**config.mk**
```make
export PLATFORM = sky130hd
export DESIGN_NAME = spy_host
export DESIGN_NICKNAME = d
export VERILOG_FILES = /design/src/rtl/spy_host.sv
export SDC_FILE = /design/constraint.sdc
export NUM_CORES = 1
export LEC_CHECK = 0
export CORE_MARGIN = 4
export CORE_UTILIZATION = 55
export CTS_CLUSTER_DIAMETER = 80
export DETAILED_ROUTE_END_ITERATION = 8
export GPL_TIMING_DRIVEN = 0
export MAX_ROUTING_LAYER = met4
export PLACE_DENSITY = 0.8
export SYNTH_ARGS = -nofsm -noshare
export SYNTH_HDL_FRONTEND = slang
export SYNTH_SLANG_ARGS = --single-unit
```
**constraint.sdc**
```tcl
create_clock -name clk -period 4.1 [get_ports clk]
set_clock_uncertainty 0.15 [all_clocks]
set_input_delay 0.82 -clock clk [delete_from_list [all_inputs] [get_ports clk]]
set_output_delay 0.82 -clock clk [all_outputs]
set_load 0.005 [all_outputs]
```
**src/rtl/spy_host.sv**
```systemverilog
// rtl/spy_host.sv - spy protocol host initiator: command encoder, 8N1 UART TX/RX, reply decoder
// Optional read-reply timeout is built in when SPY_HOST_TIMEOUT_EN is defined.
module spy_host #(
  parameter int unsigned CLK_DIV = 217,
  parameter int unsigned TIMEOUT = 2000000
) (
  input  logic        clk,
  input  logic        reset,
  input  logic        cmd_valid,
  output logic        cmd_ready,
  input  logic        cmd_write,
  input  logic [4:0]  cmd_addr,
  input  logic [15:0] cmd_data,
  output logic        rsp_valid,
  output logic [15:0] rsp_data,
  output logic        rsp_err,
  output logic        rs232_txd,
  input  logic        rs232_rxd
);

  localparam int unsigned   DIV_W    = $clog2(CLK_DIV);
  localparam logic [DIV_W-1:0] DIV_LAST = DIV_W'(CLK_DIV - 1);
  localparam logic [DIV_W-1:0] DIV_HALF = DIV_W'(CLK_DIV / 2 - 1);

  typedef enum logic [2:0] {
    S_IDLE, S_NIB0, S_NIB1, S_NIB2, S_NIB3, S_OP, S_WAIT_RX, S_DONE
  } state_t;

  typedef enum logic [1:0] {RX_IDLE, RX_START, RX_DATA, RX_STOP} rx_state_t;

  // ---------------- UART transmitter ----------------
  logic             tx_busy_q;
  logic [9:0]       tx_sh_q;
  logic [3:0]       tx_bit_q;
  logic [DIV_W-1:0] tx_div_q;
  logic             tx_load;
  logic [7:0]       tx_byte;
  logic             tx_done;

  // Last cycle of the stop bit; a load in this cycle chains the next byte with no idle gap.
  assign tx_done   = tx_busy_q && (tx_bit_q == 4'd9) && (tx_div_q == DIV_LAST);
  assign rs232_txd = tx_busy_q ? tx_sh_q[0] : 1'b1;

  // Shift out start, 8 data bits LSB first, stop; a load always wins over the running byte.
  always_ff @(posedge clk) begin
    if (reset) begin
      tx_busy_q <= 1'b0;
      tx_sh_q   <= '1;
      tx_bit_q  <= '0;
      tx_div_q  <= '0;
    end else if (tx_load) begin
      tx_busy_q <= 1'b1;
      tx_sh_q   <= {1'b1, tx_byte, 1'b0};
      tx_bit_q  <= '0;
      tx_div_q  <= '0;
    end else if (tx_busy_q) begin
      if (tx_div_q == DIV_LAST) begin
        tx_div_q <= '0;
        tx_sh_q  <= {1'b1, tx_sh_q[9:1]};
        tx_bit_q <= tx_bit_q + 4'd1;
        if (tx_bit_q == 4'd9) tx_busy_q <= 1'b0;
      end else begin
        tx_div_q <= tx_div_q + 1'b1;
      end
    end
  end

  // ---------------- UART receiver ----------------
  logic             rx_meta_q, rx_sync_q, rx_prev_q;
  rx_state_t        rx_st_q, rx_st_d;
  logic [DIV_W-1:0] rx_div_q, rx_div_d;
  logic [2:0]       rx_bit_q, rx_bit_d;
  logic [7:0]       rx_sh_q, rx_sh_d;
  logic             rx_valid_q, rx_valid_d;
  logic [7:0]       rx_byte_q, rx_byte_d;
  logic             rx_ferr_q, rx_ferr_d;
  logic             rx_en;

  state_t state_q, state_d;
  assign rx_en = (state_q == S_WAIT_RX);

  // RX next state: confirm start at half bit, then sample each bit mid-way; held idle unless enabled.
  always_comb begin
    rx_st_d    = rx_st_q;
    rx_div_d   = rx_div_q;
    rx_bit_d   = rx_bit_q;
    rx_sh_d    = rx_sh_q;
    rx_valid_d = 1'b0;
    rx_byte_d  = rx_byte_q;
    rx_ferr_d  = rx_ferr_q;
    if (!rx_en) begin
      rx_st_d = RX_IDLE;
    end else begin
      case (rx_st_q)
        RX_IDLE: begin
          if (rx_prev_q && !rx_sync_q) begin
            rx_st_d  = RX_START;
            rx_div_d = '0;
          end
        end
        RX_START: begin
          if (rx_div_q == DIV_HALF) begin
            rx_div_d = '0;
            rx_bit_d = '0;
            rx_st_d  = rx_sync_q ? RX_IDLE : RX_DATA;
          end else begin
            rx_div_d = rx_div_q + 1'b1;
          end
        end
        RX_DATA: begin
          if (rx_div_q == DIV_LAST) begin
            rx_div_d = '0;
            rx_sh_d  = {rx_sync_q, rx_sh_q[7:1]};
            rx_bit_d = rx_bit_q + 3'd1;
            if (rx_bit_q == 3'd7) rx_st_d = RX_STOP;
          end else begin
            rx_div_d = rx_div_q + 1'b1;
          end
        end
        default: begin
          if (rx_div_q == DIV_LAST) begin
            rx_valid_d = 1'b1;
            rx_byte_d  = rx_sh_q;
            rx_ferr_d  = ~rx_sync_q;
            rx_st_d    = RX_IDLE;
          end else begin
            rx_div_d = rx_div_q + 1'b1;
          end
        end
      endcase
    end
  end

  // RX registers and the two-flop line synchroniser.
  always_ff @(posedge clk) begin
    if (reset) begin
      rx_meta_q  <= 1'b1;
      rx_sync_q  <= 1'b1;
      rx_prev_q  <= 1'b1;
      rx_st_q    <= RX_IDLE;
      rx_div_q   <= '0;
      rx_bit_q   <= '0;
      rx_sh_q    <= '0;
      rx_valid_q <= 1'b0;
      rx_byte_q  <= '0;
      rx_ferr_q  <= 1'b0;
    end else begin
      rx_meta_q  <= rs232_rxd;
      rx_sync_q  <= rx_meta_q;
      rx_prev_q  <= rx_sync_q;
      rx_st_q    <= rx_st_d;
      rx_div_q   <= rx_div_d;
      rx_bit_q   <= rx_bit_d;
      rx_sh_q    <= rx_sh_d;
      rx_valid_q <= rx_valid_d;
      rx_byte_q  <= rx_byte_d;
      rx_ferr_q  <= rx_ferr_d;
    end
  end

  // ---------------- Command FSM ----------------
  logic [15:0] data_q, data_d;
  logic [4:0]  addr_q, addr_d;
  logic        write_q, write_d;
  logic [1:0]  k_q, k_d;
  logic [15:0] acc_q, acc_d;
  logic [15:0] rsp_data_q, rsp_data_d;
  logic        rsp_err_q, rsp_err_d;
  logic        reply_bad;

  // A reply byte is bad on a framing error or when its tag is not 3+k.
  assign reply_bad = rx_ferr_q || (rx_byte_q[7:4] != (4'h3 + {2'b00, k_q}));

`ifdef SPY_HOST_TIMEOUT_EN
  localparam int unsigned TO_W = $clog2(TIMEOUT + 1);
  logic [TO_W-1:0] to_q, to_d;
`endif

  // Command next state: each byte is loaded on entry to the state that transmits it.
  always_comb begin
    state_d    = state_q;
    data_d     = data_q;
    addr_d     = addr_q;
    write_d    = write_q;
    k_d        = k_q;
    acc_d      = acc_q;
    rsp_data_d = rsp_data_q;
    rsp_err_d  = rsp_err_q;
    tx_load    = 1'b0;
    tx_byte    = 8'h00;
`ifdef SPY_HOST_TIMEOUT_EN
    to_d       = '0;
`endif
    case (state_q)
      S_IDLE: begin
        if (cmd_valid) begin
          data_d  = cmd_data;
          addr_d  = cmd_addr;
          write_d = cmd_write;
          tx_load = 1'b1;
          if (cmd_write) begin
            tx_byte = {4'h3, cmd_data[3:0]};
            state_d = S_NIB0;
          end else begin
            tx_byte = {3'b100, cmd_addr};
            state_d = S_OP;
          end
        end
      end
      S_NIB0: if (tx_done) begin
        tx_load = 1'b1;
        tx_byte = {4'h4, data_q[7:4]};
        state_d = S_NIB1;
      end
      S_NIB1: if (tx_done) begin
        tx_load = 1'b1;
        tx_byte = {4'h5, data_q[11:8]};
        state_d = S_NIB2;
      end
      S_NIB2: if (tx_done) begin
        tx_load = 1'b1;
        tx_byte = {4'h6, data_q[15:12]};
        state_d = S_NIB3;
      end
      S_NIB3: if (tx_done) begin
        tx_load = 1'b1;
        tx_byte = {3'b101, addr_q};
        state_d = S_OP;
      end
      S_OP: if (tx_done) begin
        if (write_q) begin
          rsp_data_d = '0;
          rsp_err_d  = 1'b0;
          state_d    = S_DONE;
        end else begin
          k_d     = '0;
          acc_d   = '0;
          state_d = S_WAIT_RX;
        end
      end
      S_WAIT_RX: begin
`ifdef SPY_HOST_TIMEOUT_EN
        to_d = to_q + 1'b1;
`endif
        if (rx_valid_q) begin
`ifdef SPY_HOST_TIMEOUT_EN
          to_d = '0;
`endif
          if (reply_bad) begin
            rsp_data_d = '0;
            rsp_err_d  = 1'b1;
            state_d    = S_DONE;
          end else begin
            case (k_q)
              2'd0:    acc_d[3:0]   = rx_byte_q[3:0];
              2'd1:    acc_d[7:4]   = rx_byte_q[3:0];
              2'd2:    acc_d[11:8]  = rx_byte_q[3:0];
              default: acc_d[15:12] = rx_byte_q[3:0];
            endcase
            k_d = k_q + 2'd1;
            if (k_q == 2'd3) begin
              rsp_data_d = {rx_byte_q[3:0], acc_q[11:0]};
              rsp_err_d  = 1'b0;
              state_d    = S_DONE;
            end
          end
        end
`ifdef SPY_HOST_TIMEOUT_EN
        else if (to_q == TO_W'(TIMEOUT - 1)) begin
          rsp_data_d = '0;
          rsp_err_d  = 1'b1;
          state_d    = S_DONE;
        end
`endif
      end
      default: state_d = S_IDLE;
    endcase
  end

  // Command FSM and datapath registers.
  always_ff @(posedge clk) begin
    if (reset) begin
      state_q    <= S_IDLE;
      data_q     <= '0;
      addr_q     <= '0;
      write_q    <= 1'b0;
      k_q        <= '0;
      acc_q      <= '0;
      rsp_data_q <= '0;
      rsp_err_q  <= 1'b0;
`ifdef SPY_HOST_TIMEOUT_EN
      to_q       <= '0;
`endif
    end else begin
      state_q    <= state_d;
      data_q     <= data_d;
      addr_q     <= addr_d;
      write_q    <= write_d;
      k_q        <= k_d;
      acc_q      <= acc_d;
      rsp_data_q <= rsp_data_d;
      rsp_err_q  <= rsp_err_d;
`ifdef SPY_HOST_TIMEOUT_EN
      to_q       <= to_d;
`endif
    end
  end

  assign cmd_ready = (state_q == S_IDLE);
  assign rsp_valid = (state_q == S_DONE);
  assign rsp_data  = rsp_data_q;
  assign rsp_err   = rsp_err_q;

endmodule

```
# Yosys cells after proc, flatten, opt, wreduce, memory -nomap -nowiden
# Index checks and enable logic that the tools add are counted.
[classes]
addsub = 6
reduce_logical = 32
eq_ne = 37
shifts = 0
muxes = 72
bitwise_logic = 3
magnitude_cmp = 0
n_div = 0
multipliers = 0
[op_table]
columns = ["operator", "count"]
rows = [
  ["two-way mux 16 bit", 5],
  ["two-way mux 8 bit", 8],
  ["two-way mux 12 bit", 4],
  ["case mux 8 bit (5 select lines)", 1],
  ["two-way mux 3 bit", 12],
  ["case mux 16 bit (2 select lines)", 1],
  ["inequality test 2 bit, second input constant", 14],
  ["two-way mux 9 bit", 3],
  ["case mux 12 bit (2 select lines)", 1],
  ["case mux 8 bit (3 select lines)", 1],
  ["two-way mux 7 bit", 3],
  ["case mux 3 bit (7 select lines)", 1],
  ["two-way mux 2 bit", 10],
  ["AND reduction 6 bit", 3],
  ["adder 8 x 1 -> 8 bit, second input constant", 2],
  ["== test 8 bit, second input constant", 2],
  ["== test 3 bit, second input constant", 5],
  ["AND reduction 5 bit", 3],
  ["two-way mux 1 bit", 14],
  ["two-way mux 4 bit", 3],
  ["AND reduction 3 bit", 3],
  ["== test 8 x 7 -> 1 bit, second input constant", 1],
  ["AND reduction 8 bit", 1],
  ["nonzero test 2 bit", 4],
  ["other kinds (30)", 45],
]
[totals]
register_bits = 112
out_inout_bits = 20
inputBits = 26
n_memories = 0
ramBits = 0
latchBits = 0
rom_bits = 0

# Depth between registers and ports, before layout
[depth]
ltp_word = 7
mapped_depth = 9
ltp_nobuf = 7

# Worst setup path before layout
# Ideal clock, no wire load.
[synth_timing]
path_type = "reg-to-reg"
start = "register k_q[0]"
end = "register rsp_data_q[10], in the netlist rsp_data[10]"
arrival_time_ps = 1922
path_stages_with_launch = 9
setup_slack_ps = 1957
setup_time_ps = 70
required_time_ps = 3880
synth_period_minus_slack_ps = 2143
path_cell_list = "dfxtp_1 > inv_1 > ha_1 > xor2_1 > nand4_1 > nor2_1 > clkbuf_1 > nand3_1 > a21oi_1"
[synth_via]
elab_chain_cells = 6
elab_cells_between_ends = 9
[synth_lines]
columns = ["element", "line_no", "source"]
rows = [
  ["start, declared", "165", "logic [1:0] k_q, k_d;"],
  ["start signal, assigned", "299", "k_q <= k_d;"],
  ["adder 2 x 2 -> 3 bit", "172", "assign reply_bad = rx_ferr_q || (rx_byte_q[7:4] != (4'h3 + {2'b00, k_q}));"],
  ["inequality test 4 x 3 -> 1 bit", "172", ""],
  ["logical OR 1 bit", "172", ""],
  ["two-way mux 16 bit", "249", "if (reply_bad) begin"],
  ["two-way mux 16 bit", "245", "if (rx_valid_q) begin"],
  ["case mux 16 bit (2 select lines)", "194", "case (state_q)"],
  ["end signal, assigned", "301", "rsp_data_q <= rsp_data_d;"],
  ["end, declared", "167", "logic [15:0] rsp_data_q, rsp_data_d;"],
]
# Several ways; a longest one is shown, not always the timed one. The select of a mux whose other input is x is not followed.
# A chain may end at the register's enable or synchronous reset.

# Worst setup path after layout
[layout_timing]
start = "register state_q[1]"
end = "output rsp_valid"
[layout_via]
elab_chain_cells = 1
[layout_lines]
columns = ["element", "line_no", "source"]
rows = [
  ["start, declared", "79", "state_t state_q, state_d;"],
  ["start signal, assigned", "295", "state_q <= state_d;"],
  ["== test 3 bit", "310", "assign rsp_valid = (state_q == S_DONE);"],
  ["end, declared", "14", "output logic rsp_valid,"],
]
# Every way passes these cells.

==> impl_metrics.csv <==
group,metric,value,unit
synthesis,async_reset_ff_share,0,%
clock_network,cts_max_level,3,
synthesis,synth_area,5056,um^2
synthesis,synth_top_area_share,42.76,%
power_and_ir_drop,leakagePower,2.038,nW
layout,nFillCells,753,
die,ioPinCount,46,
synthesis,yosys.cell_types.count,55,
critical_path,ff2ff_setup_slack,1480,ps
clock_network,cts-root-buf,"clkbuf_8",
die,fp.dieH,103.9,um
synthesis,muxShareOfSynthArea,5.741,%
sta,tightest_slew,832.0,ps
placed_design,dpl_cell_area,5622,um^2
synthesis,synth-seq-cells,108,
critical_path,r2r_start,"k_q[0]",
sta,min_period,3060,ps
sta,finalCritPeriodShare,74.63,%
clock_network,cts_tree,"yes",
synthesis,synth_nets,639,
synthesis,avgSynthCellArea,8.483,um^2
global_routing,antenna_found_initial,0,
run,cap_viol_max_count,0,
die,die_w,103.9,um
critical_path,critical-path-slowest-cell,"clkdlybuf4s50_1",
critical_path,crit_type,"reg2out",
sta,slew_viol_final,0,
clock_network,clockBufferDepth,2,
critical_path,crit_arrival,2090,ps
sta,setup_tns,0,ps
sta,max_freq,0.3268,GHz
hold_path,holdCritPathClass,"reg2reg",
critical_path,crit_path_max_fanout,10,
clock_network,numCtsBuffers,9,
synthesis,yosys_most_used_dff,"dfxtp_1",
global_routing,grt_pass1_vias,4261,
synthesis,ys_warn_count,0,
drt,vias,4277,
drt,wl_per_cell,14.74,um
synthesis,synth_xor_area_share,3.291,%
global_routing,grt-ovfl-total,0,
synthesis,yosysTopAreaCell,"dfxtp_1",
synthesis,synthAdderAreaFrac,4.207,%
hold_path,hold_end,"rx_sync_q",
critical_path,cp-start-kind,"register",
placed_design,io_buffers,43,
critical_path,r2r-end,"rsp_data[9]",
clock_network,cts_setup_buffers,0,
critical_path,r2r.worst_path.cells,8,
hold_path,hold_start,"rx_meta_q",
drt,vias_per_cell,5.606,
hold_path,holdPathStages,1,
synthesis,yosys-top-cells-area,"dfxtp_1, nand2_1, mux2i_1, nor2_1, a21oi_1",
layout,fin_nets,693,
synthesis,synth_top_family_by_area,"simple AND/OR/NAND/NOR gates",
critical_path,slowest_delay,510,ps
sta,hold_viol_final,0,
layout,diodes,0,
drt,routed_wirelength,11.24,mm
global_routing,grt_max_degree,20,
placed_design,dp_hpwl,8.284,mm
critical_path,cpLargestDelayFamily,"buffers and inverters",
synthesis,seq_area_frac_synth,42.76,%
layout,fin_cells,763,
synthesis,synth-simple-area-share,24.77,%
placed_design,gp_congestion,0.9070,
layout,area_delta_synth_final,15.02,%
die,start_util,57.14,%
drt,postRouteAntennaNets,0,
synthesis,synth_compound_area_share,14.82,%
placed_design,preCtsSetupSlack,1337,ps
drt,route.detailed.drc,0,
die,std_cell_rows,34,
die,coreArea,8848,um^2
drt,drt_pass1_iterations,4,
synthesis,synth_cells,596,
critical_path,crit_chain,"buf_4, clkbuf_1, and3_1, clkdlybuf4s50_1",
critical_path,cp.required,3130,ps
layout,fin_util,65.72,%
synthesis,synth_edf_count,0,
layout,layout-drive-gt1-share,6.412,%
clock_network,cts-resized-gates,0,
critical_path,path_buf_inv,3,
sta,rsz0062_at_grt,"no",
placed_design,place_inst,747,
sta,fin_ws,1040,ps
clock_network,cts.sinks,108,
sta,setup_viol,0,
critical_path,cp-end-kind,"output port",
power_and_ir_drop,ir_worst_vdd,0.1798,mV
drt,first_iter_violations,170,
clock_network,insertion_delay,370,ps
clock_network,postCtsHoldBufs,0,
power_and_ir_drop,power.density,330.9,nW/um^2
outcome,outcome,"finished, final reports clean",
layout,fin_area,5816,um^2
clock_network,clk_pin_slew,100,ps
global_routing,grt_pass1_wl,19.18,mm
die,die_area,10790,um^2
global_routing,track_usage,21.58,%
sta,slew_headroom,43.81,%
sequential cells by signal (all words and copies together) (netlist names), 2 cells and up:
name / cells
rsp_data: 16
rx_byte_q: 8
state_q: 3
rx_bit_q: 3
addr_q: 5
acc_q: 12
tx_bit_q: 4
data_q: 12
rx_st_q: 2
rx_sh_q: 8
rx_div_q: 8
tx_sh_q: 9
k_q: 2
tx_div_q: 8
synthesized netlist by cell type (12+ instances only):
library cell and n:
nand2b_1 19, nand2_1 82, mux2i_1 29, dfxtp_1 108, ha_1 17, inv_1 15
o21ai_0 15, nand3_1 24, clkbuf_1 20, o32ai_1 12, nor3_1 12, nor2_1 67
a21oi_1 45
stage by stage:
step	hold slack, ps	power, mW
2_1_floorplan	239.5	1.242
4_1_cts	267.9	1.933
6_report	267.4	1.924
5_1_grt	303.3	2.002
3_3_place_gp	241.1	1.307
3_5_place_dp	244.0	1.313
placed cells by master (no fill, tap or decap), types with 10 or more instances in the layout:
master and count:
nand4_1 11, a21oi_1 45, nand3_1 24, ha_1 17, o32ai_1 12, clkdlybuf4s50_1 43, o21ai_0 15, clkbuf_8 10
nor2_1 67, dfxtp_1 108, nand2_1 82, nand2b_1 19, nor3_1 12, clkbuf_1 20, xor2_1 10, inv_1 15
mux2i_1 29
power breakdown:
group	internal [mW]	leakage [nW]	switching (mW)
logic	0.0806	1.07	0.116
registers	1.08	0.875	0.0174
clock network	0.251	0.0969	0.382
cells by family (layout without fill, tap and decap cells):
group           after synthesis  count (layout)
buf+inv                      49             108
xor+xnor                     19              19
mux                          29              29
simple gates                257             257
flops                       108             108
fa+ha+maj                    17              17
compound gates              117             117
worst max path at each step:
stage / startpoint / to / slack (ps) / cells after the start
3_3_place_gp: cmd_valid / tx_sh_q[4] / 1350 / 6
6_report: state_q[1] / rsp_valid / 1040 / 4
4_1_cts: state_q[1] / rsp_valid / 1050 / 4
3_5_place_dp: reset / rsp_data[7] / 1340 / 5
5_1_grt: state_q[1] / rsp_valid / 910 / 4
2_1_floorplan: k_q[0] / rsp_data[10] / 1960 / 8
final cells by class:
cell class	instances	area, um^2	share of cell area, %
clock buffer	10	137.6	2.367
inverter	15	56.30	0.9682
tap	108	135.1	2.324
buffer	34	166.4	2.861
multi-input combinational	439	2671	45.93
sequential	108	2162	37.18
clock inverter	6	56.30	0.9682
timing repair buffer	43	430.4	7.401
per-layer routing:
| metal | part of all wire, % | wire (um) | track usage (%) | up-vias |
|---|---|---|---|---|
| met5 | 0 | 0 | - | - |
| met3 | 4.5 | 509 | 2.297 | 17 |
| met4 | 1.6 | 185 | 8.547 | 0 |
| met2 | 47 | 5314 | 36.58 | 104 |
| li1 | - | - | - | 2188 |
| met1 | 47 | 5234 | 26.45 | 1968 |
Note: power is estimated with default switching activity, not from simulation.
